**src/rtl/led_pkg.sv**
```systemverilog
// Shared types for the status-LED driver: channel mode encoding and its legal upper bound.
package led_pkg;

    typedef enum logic [2:0] {
        LED_OFF     = 3'd0,
        LED_ON      = 3'd1,
        LED_BLINK   = 3'd2,
        LED_PWM     = 3'd3,
        LED_BREATHE = 3'd4
    } led_mode_t;

    localparam logic [2:0] LED_MODE_MAX = 3'd4;

endpackage

```
**src/rtl/led_channel.sv**
```systemverilog
// One LED channel: holds its configuration, blink and breathe state, and decides whether it is lit.
module led_channel
    import led_pkg::*;
#(
    parameter int PWM_BITS    = 8,
    parameter int PERIOD_BITS = 16
) (
    input  logic                   clk48,
    input  logic                   rst,
    input  logic                   we_i,
    input  logic                   tick_i,
    input  led_mode_t              mode_i,
    input  logic [PWM_BITS-1:0]    level_i,
    input  logic [PERIOD_BITS-1:0] half_per_i,
    input  logic [PWM_BITS-1:0]    pwm_cnt_i,
    output logic                   lit_o
);

    localparam logic [PWM_BITS-1:0]    B_ONE = PWM_BITS'(1);
    localparam logic [PERIOD_BITS-1:0] P_ONE = PERIOD_BITS'(1);

    led_mode_t               mode_q, mode_d;
    logic [PWM_BITS-1:0]     level_q, level_d;
    logic [PERIOD_BITS-1:0]  half_q, half_d;
    logic [PERIOD_BITS-1:0]  cnt_q, cnt_d;
    logic                    phase_q, phase_d;
    logic [PWM_BITS-1:0]     bright_q, bright_d;
    logic                    down_q, down_d;

    // Full-scale duty means always lit, so the top code is not lost to the strict compare.
    function automatic logic duty_lit(input logic [PWM_BITS-1:0] cnt,
                                      input logic [PWM_BITS-1:0] duty);
        return (cnt < duty) || (duty == '1);
    endfunction

    always_comb begin
        mode_d   = mode_q;
        level_d  = level_q;
        half_d   = half_q;
        cnt_d    = cnt_q;
        phase_d  = phase_q;
        bright_d = bright_q;
        down_d   = down_q;
        if (we_i) begin
            mode_d   = mode_i;
            level_d  = level_i;
            half_d   = (half_per_i == '0) ? P_ONE : half_per_i;
            cnt_d    = '0;
            phase_d  = 1'b0;
            bright_d = '0;
            down_d   = 1'b0;
        end else if (tick_i) begin
            if (mode_q == LED_BLINK) begin
                if (cnt_q == half_q - P_ONE) begin
                    cnt_d   = '0;
                    phase_d = ~phase_q;
                end else begin
                    cnt_d = cnt_q + P_ONE;
                end
            end
            // Level 0 pins bright at 0 instead of reversing around an empty range.
            if (mode_q == LED_BREATHE && level_q != '0) begin
                if (!down_q) begin
                    if (bright_q >= level_q) begin
                        down_d   = 1'b1;
                        bright_d = bright_q - B_ONE;
                    end else begin
                        bright_d = bright_q + B_ONE;
                    end
                end else if (bright_q == '0) begin
                    down_d   = 1'b0;
                    bright_d = B_ONE;
                end else begin
                    bright_d = bright_q - B_ONE;
                end
            end
        end
    end

    always_ff @(posedge clk48) begin
        if (rst) begin
            mode_q   <= LED_OFF;
            level_q  <= '0;
            half_q   <= P_ONE;
            cnt_q    <= '0;
            phase_q  <= 1'b0;
            bright_q <= '0;
            down_q   <= 1'b0;
        end else begin
            mode_q   <= mode_d;
            level_q  <= level_d;
            half_q   <= half_d;
            cnt_q    <= cnt_d;
            phase_q  <= phase_d;
            bright_q <= bright_d;
            down_q   <= down_d;
        end
    end

    always_comb begin
        case (mode_q)
            LED_ON:      lit_o = 1'b1;
            LED_BLINK:   lit_o = phase_q;
            LED_PWM:     lit_o = duty_lit(pwm_cnt_i, level_q);
            LED_BREATHE: lit_o = duty_lit(pwm_cnt_i, bright_q);
            default:     lit_o = 1'b0;
        endcase
    end

endmodule

```
**src/rtl/led_status_ctrl.sv**
```systemverilog
// Multi-channel status-LED driver: shared tick prescaler and PWM counter, config decode, registered LED outputs.
module led_status_ctrl
    import led_pkg::*;
#(
    parameter int NUM_CH      = 3,
    parameter int CLK_HZ      = 48_000_000,
    parameter int TICK_HZ     = 1_000,
    parameter int PWM_BITS    = 8,
    parameter int PERIOD_BITS = 16,
    parameter bit ACTIVE_LOW  = 1'b1
) (
    input  logic                   clk48,
    input  logic                   rst,
    input  logic                   cfg_valid,
    output logic                   cfg_ready,
    input  logic [3:0]             cfg_ch,
    input  logic [2:0]             cfg_mode,
    input  logic [PWM_BITS-1:0]    cfg_level,
    input  logic [PERIOD_BITS-1:0] cfg_half_per,
    output logic                   cfg_err,
    output logic                   tick,
    output logic [NUM_CH-1:0]      led
);

    localparam int DIV   = CLK_HZ / TICK_HZ;
    localparam int PRE_W = (DIV > 1) ? $clog2(DIV) : 1;
    localparam logic [PRE_W-1:0] PRE_LAST = PRE_W'(DIV - 1);

    logic [PRE_W-1:0]    pre_q, pre_d;
    logic                tick_q, tick_d;
    logic [PWM_BITS-1:0] pwm_q, pwm_d;
    logic                ready_q;
    logic                err_q, err_d;
    logic [NUM_CH-1:0]   led_q, led_d;
    logic [NUM_CH-1:0]   lit;
    logic                accept, ch_ok, mode_ok, wr_ok;

    always_comb begin
        accept  = cfg_valid & ready_q;
        ch_ok   = ({28'd0, cfg_ch} < 32'(NUM_CH));
        mode_ok = (cfg_mode <= LED_MODE_MAX);
        wr_ok   = accept & ch_ok & mode_ok;
        err_d   = accept & ~(ch_ok & mode_ok);
        tick_d  = (pre_q == PRE_LAST);
        pre_d   = tick_d ? '0 : pre_q + PRE_W'(1);
        pwm_d   = pwm_q + PWM_BITS'(1);
        led_d   = lit ^ {NUM_CH{ACTIVE_LOW}};
    end

    for (genvar i = 0; i < NUM_CH; i++) begin : g_ch
        led_channel #(
            .PWM_BITS    (PWM_BITS),
            .PERIOD_BITS (PERIOD_BITS)
        ) u_ch (
            .clk48      (clk48),
            .rst        (rst),
            .we_i       (wr_ok && (cfg_ch == 4'(i))),
            .tick_i     (tick_q),
            .mode_i     (led_mode_t'(cfg_mode)),
            .level_i    (cfg_level),
            .half_per_i (cfg_half_per),
            .pwm_cnt_i  (pwm_q),
            .lit_o      (lit[i])
        );
    end

    always_ff @(posedge clk48) begin
        if (rst) begin
            pre_q   <= '0;
            tick_q  <= 1'b0;
            pwm_q   <= '0;
            ready_q <= 1'b0;
            err_q   <= 1'b0;
            led_q   <= {NUM_CH{ACTIVE_LOW}};
        end else begin
            pre_q   <= pre_d;
            tick_q  <= tick_d;
            pwm_q   <= pwm_d;
            ready_q <= 1'b1;
            err_q   <= err_d;
            led_q   <= led_d;
        end
    end

    assign cfg_ready = ready_q;
    assign cfg_err   = err_q;
    assign tick      = tick_q;
    assign led       = led_q;

endmodule

```
**config.mk**
```make
export PLATFORM = sky130hd
export DESIGN_NAME = led_status_ctrl
export DESIGN_NICKNAME = d
export VERILOG_FILES = /design/src/rtl/led_pkg.sv /design/src/rtl/led_channel.sv /design/src/rtl/led_status_ctrl.sv
export SDC_FILE = /design/constraint.sdc
export NUM_CORES = 1
export LEC_CHECK = 0
export ABC_AREA = 1
export BUFFER_PORTS_ARGS = -buffer_cell sky130_fd_sc_hd__buf_2
export CORE_ASPECT_RATIO = 1.5
export CORE_MARGIN = 1.5
export CORE_UTILIZATION = 55
export DETAILED_ROUTE_END_ITERATION = 7
export HOLD_SLACK_MARGIN = 0.03
export PLACE_DENSITY = 0.74
export SYNTH_ARGS = -nofsm -noshare
export SYNTH_HDL_FRONTEND = slang
export SYNTH_HIERARCHICAL = 1
export SYNTH_SLANG_ARGS = --single-unit
```
**constraint.sdc**
```tcl
create_clock -name clk48 -period 2.4 [get_ports clk48]
set_input_delay 0.12 -clock clk48 [delete_from_list [all_inputs] [get_ports clk48]]
set_output_delay 0.12 -clock clk48 [all_outputs]
set_load 0.02 [all_outputs]
```
After elaboration in Yosys (flattened, before gate mapping). Index checks and enable logic that the tools add are counted.

Flip-flop bits (word level): 189. Bits in latches: 0. Bits in writable memories: 0. Memory bits (read-only): 0. Input bits: 34. Memories: 0.

$add $sub $neg: 14. Multiply operators: 0. Divide/modulo/power cells: 0. Order comparisons: 11. Equal/unequal tests: 24. Shifts and indexed selects: 0. Mux-type cells: 26. Bitwise gates (word level): 10. Reductions and logical operators: 33.

Operators with widths (count): $mux 8 (9); $add 16x1->16 const B (4); $mux 16 (4); $eq 16x16->1 (3); $eq 8x8->1 const B (6); $lt 8x8->1 (6); $sub 16x1->16 const B (3); $add 8x1->8 const B (4); $ge 8x8->1 (3); $logic_not 8->1 (3); $reduce_bool 8->1 (3); $sub 8x1->8 const B (3); $eq 3x2->1 const B (6); $eq 16x16->1 const B (1); $logic_not 16->1 (1); $pmux 1 s4 (3); $reduce_and 2->1 (6); $mux 1 (10); $eq 3x1->1 const B (3); $eq 3x3->1 const B (3); $reduce_and 3->1 (3); $reduce_or 2->1 (4); $logic_and 1x1->1 (6); $logic_or 1x1->1 (6); 8 further kinds (15).

Depth between registers and ports, before layout.
Word-level depth: 5. Mapped depth: 15. Mapped depth without buffers: 14.

Hierarchy. Netlist, hierarchy kept.

Modules (own cells, without submodules): led_channel at g_ch[1].u_ch ... (times used 2, cells each 586, area an instance 3883.7 um2, sequential area each 1061.0 um2); led_channel at g_ch[0].u_ch (times used 1, cells each 590, area an instance 3898.7 um2, sequential area each 1061.0 um2); led_status_ctrl (times used 1, cells each 188, area an instance 1323.8 um2, sequential area each 600.6 um2).

Worst setup path before layout. OpenSTA, ideal clock, no wires.

Kind: register to register. Start: register g_ch[1].u_ch.half_q[0]. End: register g_ch[1].u_ch.cnt_q[13]. Setup time: 107 ps. Arrival time: 1718 ps. Required time: 2293 ps. Setup slack: 575 ps. Stages on the path, launching flop included: 16. Path through: dfxtp_1 -> inv_1 -> ha_1 -> inv_1 -> nand2_1 -> nand2_1 -> nand2_1 -> nand2_1 -> inv_1 -> and2_1 -> nand4_1 -> nor2_1 -> nand3_2 -> buf_6 -> nand2_2 -> inv_2.

Longest elaborated chain between the ends: 3.

Ends and longest elaborated chain: start: declaration (RTL line led_channel.sv:24) `logic [PERIOD_BITS-1:0] half_q, half_d;`; start signal: assignment (RTL line led_channel.sv:92) `half_q <= half_d;`; $sub 16x1->16 (RTL line led_channel.sv:54) `if (cnt_q == half_q - P_ONE) begin`; $eq 16x16->1 (RTL line led_channel.sv:54); $mux 16 (RTL line led_channel.sv:54); end signal: assignment (RTL line led_channel.sv:93) `cnt_q <= cnt_d;`; end: declaration (RTL line led_channel.sv:25) `logic [PERIOD_BITS-1:0] cnt_q, cnt_d;`.

No other way between the ends. A chain may end at the register's enable or synchronous reset.

Worst setup path in the final report.
Start: register g_ch[0].u_ch.half_q[0]. End: register g_ch[0].u_ch.cnt_q[0].

Longest elaborated chain between the ends: 3.

Ends and longest elaborated chain (RTL line): start: declaration (led_channel.sv:24); start signal: assignment (led_channel.sv:92); $sub 16x1->16 (led_channel.sv:54); $eq 16x16->1 (led_channel.sv:54); $mux 16 (led_channel.sv:54); end signal: assignment (led_channel.sv:93); end: declaration (led_channel.sv:25).

No other way between the ends.

==> impl_metrics.csv <==
group,metric,value,unit
routing,route.vias.total,12430,
clock_tree,post-cts-setup-buffer-count,0,
placed_design,numPlacedInstances,2286,
grt,grt_remaining_overflow,0,
timing,aggregate_negative_setup_slack,0,ns
run_status,status,"completed",
timing,final.min_clock_period,2.118,ns
worst_setup_path,critical_path.top_delay_family,"simple AND/OR/NAND/NOR gates",
yosys,syn-num-nets,2064,
final_layout,final_area,0.01443,sq mm
worst_setup_path,critPathLaunch,"g_ch[0].u_ch/half_q[0]",
yosys,post_synth_num_cell_types,42,
timing,worst_pin_slew,0.6865,ns
timing,rsz0062_at_grt,"false",
grt,grt_pass1_wl,55.23,mm
floorplanning,fp.dieH,191.2,um
final_layout,final_cell_count_no_fill,2346,
grt,track_usage,0.2794,
final_layout,n_antenna_cell,0,
timing,fin_skew,0.01273,ns
routing,number_of_drc_violations_after_detailed_routing_iteration_0,785,
yosys,yosysWarningCount,6,
floorplanning,area_of_the_die,0.02457,sq mm
clock_tree,cts_sinks,189,
worst_setup_path,register_to_register_path_depth,14,
final_layout,area_delta_synth_final,11.08,%
yosys,synth_seq_cells,189,
clock_tree,clkSlewWorstSetupHoldPaths,0.07,ns
worst_setup_path,cp-end-kind,"flop",
clock_tree,clkLatencyLatePin,0.45,ns
worst_setup_path,criticalPathCategory,"reg -> reg",
worst_setup_path,worst_r2r_startpoint,"g_ch[0].u_ch/half_q[0]",
worst_setup_path,crit_path_max_fanout,14,
routing,route.antenna.remaining_nets,0,
timing,timing.max_slew.rel_slack,0.5388,
worst_setup_path,worstSetupPathDepth,14,
clock_tree,clock_tree.root_cell,"sky130_fd_sc_hd__clkbuf_16",
floorplanning,horizontal_die_dimension,128.5,um
timing,final-setup-viol-count,0,
worst_setup_path,critical_path.most_common_cell,"sky130_fd_sc_hd__nand2_1",
worst_setup_path,data_arrival_time_at_the_worst_slack_endpoint,2.45,ns
placed_design,gpl_wtd_cong,0.9132,
routing,dr.pass1.iters,5,
pwr,power.ir.vdd_worst,0.5093,mV
routing,drt-wirelength-per-cell,14.17,um
floorplanning,std_cell_rows,68,
placed_design,dp_hpwl,25.14,mm
yosys,syn_inst,1950,
floorplanning,initial_core_util,0.5613,
placed_design,postPlaceCellArea,0.01357,sq mm
pwr,p_per_area,434.4,mW/mm^2
yosys,syn_area,0.01299,sq mm
yosys,post_synthesis_sequential_area_ratio,0.2913,
clock_tree,tritoncts,"yes",
clock_tree,clock_path_buffers,2,
timing,slew_violations,0,
final_layout,finish.net_count,2132,
placed_design,io_buffers,39,
floorplanning,floorplan.core_area,0.02314,sq mm
grt,number_of_global_route_vias_before_repair,11870,
worst_setup_path,cp.buffers_inverters,3,
worst_setup_path,critical_path.startpoint_type,"flop",
worst_setup_path,reg2reg_slack,0.28,ns
grt,antenna_found_initial,0,
clock_tree,tritoncts.num_buffers,17,
worst_setup_path,worst_ep_required_time,2.74,ns
pwr,cellLeakagePower,6.633,nW
clock_tree,number_of_levels_in_the_clock_h_tree,4,
routing,route.final.wire_length,33.24,mm
worst_setup_path,crit_path_cell_trace,"inv_1 > ha_1 > inv_1 > nand2_1 > nand2_1 > nand2_1 > nand2_1 > inv_1 > and2_1 > nand4_1 > nor2_1 > nand3_4 > nand2_1 > nor2_1",
flow_run,drv_cap,0,
min_path,hp-class,"in -> reg",
routing,avgViaCountPerCell,5.299,
final_layout,filler_cell_count,2208,
yosys,syn_area_per_cell,6.662,sq um
worst_setup_path,worst_r2r_endpoint,"g_ch[0].u_ch/cnt_q[0]",
grt,maximum_number_of_pins_on_one_net_before_global_route_repair,37,
timing,fmax,0.4723,GHz
timing,post-route-period-util,0.8823,
worst_setup_path,crit_end,"g_ch[0].u_ch/cnt_q[0]",
worst_setup_path,crit_path_top_delay_cell,"sky130_fd_sc_hd__ha_1",
timing,hold_viol,0,
routing,post-route-drc-count,0,
floorplanning,i_o_pin_count,40,
worst_setup_path,maximum_single_stage_delay_on_the_critical_path,0.33,ns
final_layout,drive_above_1_share,0.1132,
[power breakdown]
part           internal [W]  switching (W)
logic              0.000128       0.000199
registers           0.00314      0.0000208
clock network       0.00140        0.00138
total               0.00467        0.00160
[worst min path at each step]
stage	from	endpoint	cells past startpoint	slack, ns
2_1_floorplan	cfg_half_per[10]	g_ch[0].u_ch/half_q[10]	2	0.23
3_3_place_gp	cfg_level[7]	g_ch[2].u_ch/level_q[7]	3	0.37
3_5_place_dp	cfg_level[4]	g_ch[2].u_ch/level_q[4]	3	0.38
4_1_cts	cfg_half_per[0]	g_ch[2].u_ch/half_q[0]	3	0.04
5_1_grt	cfg_half_per[0]	g_ch[2].u_ch/half_q[0]	3	0.07
6_report	cfg_half_per[0]	g_ch[2].u_ch/half_q[0]	3	0.05
[area by class of cell]
| cell class | count | area (sq um) | share of cell area |
|---|---|---|---|
| multi-input cells | 1422 | 7889 | 0.5467 |
| inverters | 300 | 1126 | 0.07804 |
| repair buffers | 88 | 670.6 | 0.04648 |
| well taps | 315 | 394.1 | 0.02732 |
| clock buffers | 18 | 439.2 | 0.03044 |
| clock inverters | 14 | 126.4 | 0.008758 |
| flip-flops and latches | 189 | 3784 | 0.2622 |
[sequential cells by signal, summed over array words and instances (netlist names)]
signal and cells:
cfg_err 1, tick 1, g_ch.u_ch/down_q 3, cfg_ready 1, led 3, g_ch.u_ch/level_q 24, pre_q 16, g_ch.u_ch/half_q 48
pwm_q 8, g_ch.u_ch/mode_q 9, g_ch.u_ch/phase_q 3, g_ch.u_ch/bright_q 24, g_ch.u_ch/cnt_q 48
[synthesized netlist by cell type (all sizes together)]
cell,number,area share
a21o,3,0.0017
a21oi,97,0.037
a22o,3,0.0020
a22oi,3,0.0017
a31o,3,0.0020
a31oi,5,0.0024
a41oi,3,0.0020
and2,6,0.0029
buf,8,0.0065
clkbuf,31,0.0094
clkinv,6,0.0017
dfxtp,189,0.29
ha,80,0.077
inv,294,0.085
nand2,474,0.15
nand3,119,0.047
nand3b,6,0.0035
nand4,57,0.029
nor2,238,0.084
nor3,39,0.018
nor4,6,0.0029
o21a,6,0.0035
o21ai,155,0.060
o21bai,1,0.00058
o22ai,6,0.0029
o31ai,2,0.0012
xnor2,30,0.020
xor2,80,0.054
[layout by cell type (no fill, tap or decap), drive strengths merged, types with 5 or more instances in the layout]
cell type	count
xor2	80
dfxtp	189
clkbuf	18
clkinv	12
and2	6
a21oi	97
o22ai	6
a31oi	5
nand3b	6
nor3	39
nor4	6
buf	60
dlygate4sd3	28
nand4	57
nand2	474
nand3	119
ha	80
o21ai	155
nor2	238
xnor2	30
inv	301
o21a	6
[what timing repair did]
action / in CTS / in global routing
setup endpoints to repair: 0 / 13
hold endpoints to repair: 79 / 0
gates resized for setup: 0 / 2
hold buffers: 28 / 0
[stage by stage]
step                      hold WS (ns)  setup slack [ns]  total power [W]    util
after detailed placement        0.3805            0.1747         0.003525  0.5863
after global placement          0.3746            0.2231         0.003522  0.5863
final                          0.04783            0.2825         0.006268  0.6235
after CTS                      0.04237            0.1606         0.006320  0.6228
after global routing           0.07416           0.05198         0.006509  0.6235
after floorplan                 0.2327            0.5754         0.003388       -
[worst register-to-register path: stages, from the launching register on]
cell                      delay, ns
sky130_fd_sc_hd__dfxtp_1       0.32
sky130_fd_sc_hd__inv_1         0.14
sky130_fd_sc_hd__ha_1          0.33
sky130_fd_sc_hd__inv_1         0.07
sky130_fd_sc_hd__nand2_1       0.08
sky130_fd_sc_hd__nand2_1       0.06
sky130_fd_sc_hd__nand2_1       0.06
sky130_fd_sc_hd__nand2_1       0.05
sky130_fd_sc_hd__inv_1         0.06
sky130_fd_sc_hd__and2_1        0.14
sky130_fd_sc_hd__nand4_1       0.09
sky130_fd_sc_hd__nor2_1        0.20
sky130_fd_sc_hd__nand3_4       0.23
sky130_fd_sc_hd__nand2_1       0.15
sky130_fd_sc_hd__nor2_1        0.04
[kinds of logic (layout without fill, tap and decap cells)]
logic type                 count (synthesis)  count (layout)  synth area share
xor gates and xnor gates                 110             110           0.07417
AOI/OAI and AO/OA                        287             287            0.1174
and+or+nand+nor                          945             945            0.3375
buffers and inverters                    339             420            0.1026
DFF                                      189             189            0.2913
adders and majority gates                 80              80           0.07706
[routing by layer]
layer  vias to the layer above  GRT usage  wire length (um)  part of all wire
met3                        76    0.03387              1161             0.035
li1                       6404          -                 -                 -
met2                       264     0.5304             17280              0.52
met5                         -          0                 0                 0
met4                         0     0.1201              1101             0.033
met1                      5688     0.3081             13710              0.41
No activity file was read; power rests on OpenSTA's default activity.
